## config.mk

```make
export PLATFORM = sky130hd
export DESIGN_NAME = seq_serializer_flat
export DESIGN_NICKNAME = d
export VERILOG_FILES = /design/src/rtl/seq_pkg.sv /design/src/rtl/seq_serializer_if.sv /design/src/rtl/seq_bitcnt.sv /design/src/rtl/seq_serializer.sv /design/src/flat_wrapper.sv
export SDC_FILE = /design/constraint.sdc
export NUM_CORES = 1
export LEC_CHECK = 0
export ABC_AREA = 1
export CORE_ASPECT_RATIO = 2
export CORE_UTILIZATION = 27
export DETAILED_ROUTE_END_ITERATION = 10
export GPL_TIMING_DRIVEN = 1
export PLACE_DENSITY = 0.51
export SETUP_SLACK_MARGIN = 0.02
export SLEW_MARGIN = 20
export SYNTH_ARGS = -nofsm -noshare
export SYNTH_HDL_FRONTEND = slang
export SYNTH_SLANG_ARGS = --single-unit
```

## constraint.sdc

```tcl
create_clock -name clock -period 2.1 [get_ports clock]
set_input_delay 0.315 -clock clock [delete_from_list [all_inputs] [get_ports clock]]
set_output_delay 0.315 -clock clock [all_outputs]
set_load 0.02 [all_outputs]
```

## src/rtl/seq_pkg.sv

```systemverilog
// Shared types and defaults for the serializer slice.
// Build option: SEQ_SER_PARITY_EN adds the PARITY state.
package seq_pkg;

    localparam int DEF_WIDTH = 8;

`ifdef SEQ_SER_PARITY_EN
    typedef enum logic [1:0] {IDLE, SHIFT, PARITY} state_t;
`else
    typedef enum logic [1:0] {IDLE, SHIFT} state_t;
`endif

endpackage

```

## src/rtl/seq_serializer_if.sv

```systemverilog
// Parallel-in / serial-out handshake bundle of seq_serializer.
// master = word producer and line consumer, slave = serializer.
interface seq_serializer_if
    import seq_pkg::*;
#(
    parameter int WIDTH = DEF_WIDTH
);

    logic [WIDTH-1:0] data_in;
    logic             data_valid;
    logic             data_ready;
    logic             idle_level;
    logic             ser_out;
    logic             bit_valid;
    logic             word_done;

    modport master (
        output data_in,
        output data_valid,
        output idle_level,
        input  data_ready,
        input  ser_out,
        input  bit_valid,
        input  word_done
    );

    modport slave (
        input  data_in,
        input  data_valid,
        input  idle_level,
        output data_ready,
        output ser_out,
        output bit_valid,
        output word_done
    );

endinterface

```

## src/rtl/seq_bitcnt.sv

```systemverilog
// Bit position counter: loads 0, counts up, saturates at WIDTH-1.
module seq_bitcnt
    import seq_pkg::*;
#(
    parameter int WIDTH = DEF_WIDTH
) (
    input  logic                     clock,
    input  logic                     reset,
    input  logic                     load,
    input  logic                     inc,
    output logic [$clog2(WIDTH)-1:0] count,
    output logic                     tc
);

    localparam int CW = $clog2(WIDTH);

    assign tc = (count == CW'(WIDTH - 1));

    always_ff @(posedge clock) begin
        if (!reset) begin
            count <= '0;
        end else if (load) begin
            count <= '0;
        end else if (inc && !tc) begin
            count <= count + CW'(1);
        end
    end

endmodule

```

## src/rtl/seq_serializer.sv

```systemverilog
// MSB-first word serializer with gapless reload on the final bit.
// Build option: SEQ_SER_PARITY_EN appends an even-parity bit.
module seq_serializer
    import seq_pkg::*;
#(
    parameter int WIDTH = DEF_WIDTH
) (
    input  logic           clock,
    input  logic           reset,
    seq_serializer_if.slave bus
);

    localparam int CW = $clog2(WIDTH);

    state_t           state;
    state_t           state_nxt;
    logic [WIDTH-1:0] sr;
    logic [WIDTH-1:0] sr_nxt;
    logic             ser_q;
    logic             ser_nxt;
    logic             bv_q;
    logic             bv_nxt;
    logic             wd_q;
    logic             wd_nxt;
    logic [CW-1:0]    count;
    logic             tc;
    logic             inc;
    logic             last;
    logic             accept;

`ifdef SEQ_SER_PARITY_EN
    logic par;
    logic par_nxt;
    assign last = (state == PARITY);
`else
    assign last = (state == SHIFT) && tc;
`endif

    assign bus.data_ready = reset && ((state == IDLE) || last);
    assign accept         = bus.data_valid && bus.data_ready;
    assign inc            = (state == SHIFT) && !tc;

    assign bus.ser_out   = ser_q;
    assign bus.bit_valid = bv_q;
    assign bus.word_done = wd_q;

    seq_bitcnt #(
        .WIDTH (WIDTH)
    ) u_bitcnt (
        .clock (clock),
        .reset (reset),
        .load  (accept),
        .inc   (inc),
        .count (count),
        .tc    (tc)
    );

    always_comb begin
        state_nxt = state;
        sr_nxt    = sr;
        ser_nxt   = bus.idle_level;
        wd_nxt    = 1'b0;
`ifdef SEQ_SER_PARITY_EN
        par_nxt   = par;
`endif
        unique case (state)
            IDLE: begin
                state_nxt = IDLE;
            end
            SHIFT: begin
                if (!tc) begin
                    sr_nxt  = sr << 1;
                    ser_nxt = sr[WIDTH-2];
`ifndef SEQ_SER_PARITY_EN
                    // entering the last data bit
                    wd_nxt  = (count == CW'(WIDTH - 2));
`endif
                end else begin
`ifdef SEQ_SER_PARITY_EN
                    state_nxt = PARITY;
                    ser_nxt   = par;
                    wd_nxt    = 1'b1;
`else
                    state_nxt = IDLE;
`endif
                end
            end
`ifdef SEQ_SER_PARITY_EN
            PARITY: begin
                state_nxt = IDLE;
            end
`endif
            default: begin
                state_nxt = IDLE;
            end
        endcase
        // a new word overrides whatever the current word would do next
        if (accept) begin
            state_nxt = SHIFT;
            sr_nxt    = bus.data_in;
            ser_nxt   = bus.data_in[WIDTH-1];
            wd_nxt    = 1'b0;
`ifdef SEQ_SER_PARITY_EN
            par_nxt   = ^bus.data_in;
`endif
        end
        bv_nxt = (state_nxt != IDLE);
    end

    always_ff @(posedge clock) begin
        if (!reset) begin
            state <= IDLE;
            sr    <= '0;
            ser_q <= 1'b0;
            bv_q  <= 1'b0;
            wd_q  <= 1'b0;
`ifdef SEQ_SER_PARITY_EN
            par   <= 1'b0;
`endif
        end else begin
            state <= state_nxt;
            sr    <= sr_nxt;
            ser_q <= ser_nxt;
            bv_q  <= bv_nxt;
            wd_q  <= wd_nxt;
`ifdef SEQ_SER_PARITY_EN
            par   <= par_nxt;
`endif
        end
    end

endmodule

```

## src/flat_wrapper.sv

```systemverilog
// flat-port wrapper written by rule: the top's interface ports become plain ports
module seq_serializer_flat import seq_pkg::*;
#(
    parameter int WIDTH = DEF_WIDTH
)
  (clock, reset, bus_data_in, bus_data_valid, bus_idle_level, bus_data_ready, bus_ser_out, bus_bit_valid, bus_word_done);
  seq_serializer_if #(.WIDTH(WIDTH)) bus_i ();
  input  logic clock;
  input  logic reset;
  input wire logic [$bits(bus_i.data_in)-1:0] bus_data_in;
  input wire logic [$bits(bus_i.data_valid)-1:0] bus_data_valid;
  input wire logic [$bits(bus_i.idle_level)-1:0] bus_idle_level;
  output wire logic [$bits(bus_i.data_ready)-1:0] bus_data_ready;
  output wire logic [$bits(bus_i.ser_out)-1:0] bus_ser_out;
  output wire logic [$bits(bus_i.bit_valid)-1:0] bus_bit_valid;
  output wire logic [$bits(bus_i.word_done)-1:0] bus_word_done;
  assign bus_i.data_in = bus_data_in;
  assign bus_i.data_valid = bus_data_valid;
  assign bus_i.idle_level = bus_idle_level;
  assign bus_data_ready = bus_i.data_ready;
  assign bus_ser_out = bus_i.ser_out;
  assign bus_bit_valid = bus_i.bit_valid;
  assign bus_word_done = bus_i.word_done;
  seq_serializer #(.WIDTH(WIDTH)) u_core (.clock(clock), .reset(reset), .bus(bus_i));
endmodule
```

==> impl_metrics.csv, run 1 <==
group,metric,value,unit
synthesis,syn_avg_cell_area,7.86,µm²
synthesis,yosys_register_bits,15,
route,drt_iter0_drc,21,
floorplanning,rows,26,
placed_design,dp_hpwl,1320,µm
layout,antennaDiodeCount,0,
synthesis,netlist.top_cell.by_area,"sky130_fd_sc_hd__dfxtp_1",
grt,grt_pass1_vias,731,
job,maxCapViolations,0,
timing,maxSlewViolCount,0,
worst_setup_path,critPathKind,"reg2out",
timing,grt_setup_unrepaired,"false",
grt,grt_remaining_overflow,0,
layout,multi_input_area,382,µm²
synthesis,syn_area,754,µm²
synthesis,synth_top_cells_by_area,"sky130_fd_sc_hd__dfxtp_1 (40%), sky130_fd_sc_hd__nand4_1 (11%), sky130_fd_sc_hd__nand2_1 (9.0%)",
timing,fin_setup_tns,0,ns
grt,first_pass_grt_wire_length,3040,µm
timing,post-route-period-util,94.0,%
placed_design,portBuffers,15,
layout,seq_area,300,µm²
layout,highest_count_cells_in_the_layout_ignoring_fill_and_taps,"sky130_fd_sc_hd__nand2_1 (18), sky130_fd_sc_hd__dfxtp_1 (15), sky130_fd_sc_hd__clkdlybuf4s50_1 (14), sky130_fd_sc_hd__nand4_1 (13), sky130_fd_sc_hd__a21oi_1 (11)",
cts,cts_buffers,3,
layout,drive_above_1_share,15.4,%
hold_path,min-delay-path-class,"reg2reg",
synthesis,synth.yosys.warnings,0,
route,avgRoutedWirePerCell,11.6,µm
placed_design,global_placement_routability_congestion,0.789,
cts,post_cts_buffers,0,
run_status,result_of_the_run,"finished, final reports clean",
synthesis,synth.net_count,111,
timing,max_freq,507,MHz
route,first_pass_iters,4,
synthesis,synth_largest_type_area_fraction,39.8,%
cts,maximum_level_of_the_cts_h_tree,1,
route,detail-route-antenna-nets,0,
worst_setup_path,worstPathArrival,1.66,ns
cts,cts.path.max_buffers,2,
timing,timing_hold_violations_final,0,
worst_setup_path,worst_ep_required_time,1.78,ns
timing,worst_skew,0.00538,ns
synthesis,count_of_cell_types_in_the_netlist,22,
floorplanning,top_level_pins,16,
timing,min_period,1.97,ns
placed_design,place_worst_setup_slack,0.0465,ns
layout,final_net_count,133,
grt,antenna_found_initial,0,
floorplanning,die_x,39.4,µm
floorplanning,design.core.area,2600,µm²
power,worst_ir_drop_vdd,0.344,mV
layout,fillers,291,
power,powerDensity,617,nW/µm²
timing,fin_ws,0.126,ns
grt,grt_util_all_layers,13.9,%
layout,syn2layout_area_growth,32.2,%
synthesis,ys_seq_area_share,39.8,%
route,detail_route.drc_violations,0,
grt,grt_start_max_net_pins,18,
floorplanning,die_area,3020,µm²
route,routed_wl,1690,µm
worst_setup_path,critPathMaxFanout,8,
cts,clk_pin_slew_worst_paths,0.06,ns
floorplanning,starting_density_of_the_core,29.0,%
synthesis,synthCells,96,
cts,cts.sinks,15,
cts,cts_tree,"done",
layout,layout.cells.most_common,"sky130_fd_sc_hd__nand2_1",
floorplanning,die_h,76.8,µm
power,total_power,0.000616,W
cts,root_buffer,"sky130_fd_sc_hd__clkbuf_8",
timing,setup_viol,0,
worst_setup_path,timing.critical_path.to_type,"output port",
route,routed-via-count,699,
power,power.leakage,0.420,nW
cts,worstSkewPairLatency,0.24,ns
worst_setup_path,crit_path_start_kind,"flop",
route,route.detailed.vias_per_inst,4.82,
[cells in the mapped netlist]
library cell / instances
sky130_fd_sc_hd__a21oi_1: 11
sky130_fd_sc_hd__and2_2: 1
sky130_fd_sc_hd__buf_2: 1
sky130_fd_sc_hd__buf_4: 2
sky130_fd_sc_hd__buf_6: 1
sky130_fd_sc_hd__conb_1: 1
sky130_fd_sc_hd__dfxtp_1: 15
sky130_fd_sc_hd__ha_1: 3
sky130_fd_sc_hd__inv_1: 8
sky130_fd_sc_hd__inv_2: 3
sky130_fd_sc_hd__nand2_1: 18
sky130_fd_sc_hd__nand2_4: 1
sky130_fd_sc_hd__nand3_1: 10
sky130_fd_sc_hd__nand3_2: 1
sky130_fd_sc_hd__nand3_4: 1
sky130_fd_sc_hd__nand4_1: 13
sky130_fd_sc_hd__nor2_1: 1
sky130_fd_sc_hd__nor2_4: 1
sky130_fd_sc_hd__nor3_1: 1
sky130_fd_sc_hd__o21ai_0: 1
sky130_fd_sc_hd__or2_2: 1
sky130_fd_sc_hd__xor2_1: 1
[metrics by stage]
stage	instances	cell area, µm²	hold slack (ns)	utilization, %
finish	145	997	0.483	38.3
global route	145	997	0.508	38.3
CTS	145	997	0.488	38.3
detailed placement	141	953	0.479	36.6
global placement	141	953	0.461	36.6
floorplan	96	754	0.437	-
[final timing paths]
path                                 start                        to  slack [ns]  depth (start not counted)
hold / removal    u_core.u_bitcnt.count[2]      u_core.bus.word_done        0.48                          2
hold reg to reg   u_core.u_bitcnt.count[2]      u_core.bus.word_done        0.48                          2
setup / recovery  u_core.u_bitcnt.count[0]            bus_data_ready        0.13                          6
setup reg to reg  u_core.u_bitcnt.count[0]  u_core.u_bitcnt.count[1]        0.42                          7
[where the power goes]
part           switching [W]  total (W)  internal [W]
clock network      0.0000941   0.000228      0.000134
registers         0.00000654   0.000303      0.000296
logic              0.0000429  0.0000847     0.0000418
[cell type report]
cell class | count | area share, %
flip-flops and latches | 15 | 30.1
clock buffers | 4 | 4.52
multi-input cells | 66 | 38.3
inverters | 11 | 4.14
repair buffers | 21 | 19.4
well taps | 28 | 3.51
[registers in the layout, summed over array words and instances, names as in the netlist]
signal and flops:
u_core.bus.bit_valid 1, u_core.bus.ser_out 1, u_core.bus.word_done 1, u_core.sr 7, u_core.state 2, u_core.u_bitcnt.count 3
[kinds of logic after synthesis]
family	synth area share (%)
AO/OA/AOI/OAI	7.96
XOR/XNOR	1.16
adder cells (fa/ha/maj)	4.98
buffers and inverters	9.62
flip-flops	39.8
other	0.497
AND/OR/NAND/NOR	36.0
[routing by layer]
| metal | track usage [%] | vias to the layer above | share of wire (%) |
|---|---|---|---|
| li1 | - | 370 | - |
| met4 | 6.21 | 0 | 1.2 |
| met2 | 25.2 | 7 | 59 |
| met1 | 14.3 | 320 | 38 |
| met5 | 0 | - | 0 |
| met3 | 1.73 | 2 | 1.4 |
[what timing repair did]
action | CTS | global route
hold buffers | 0 | 0
gates resized for setup | 1 | 0
setup endpoints to repair | 1 | 0
[worst max-delay path: stages (launching register included)]
cell and delay (ns):
sky130_fd_sc_hd__dfxtp_1 0.33, sky130_fd_sc_hd__ha_1 0.21, sky130_fd_sc_hd__ha_1 0.18, sky130_fd_sc_hd__inv_2 0.07
sky130_fd_sc_hd__nand2_4 0.08, sky130_fd_sc_hd__and2_2 0.22, sky130_fd_sc_hd__dlygate4sd2_1 0.32
Note: power is estimated with default switching activity, not from simulation.
==> inputs of run 2 (changes only) <==
- HOLD_SLACK_MARGIN: not set -> 0.1
==> results of run 2 <==
Same layout as run 1: the final DEF is identical, and so are final timing and power.
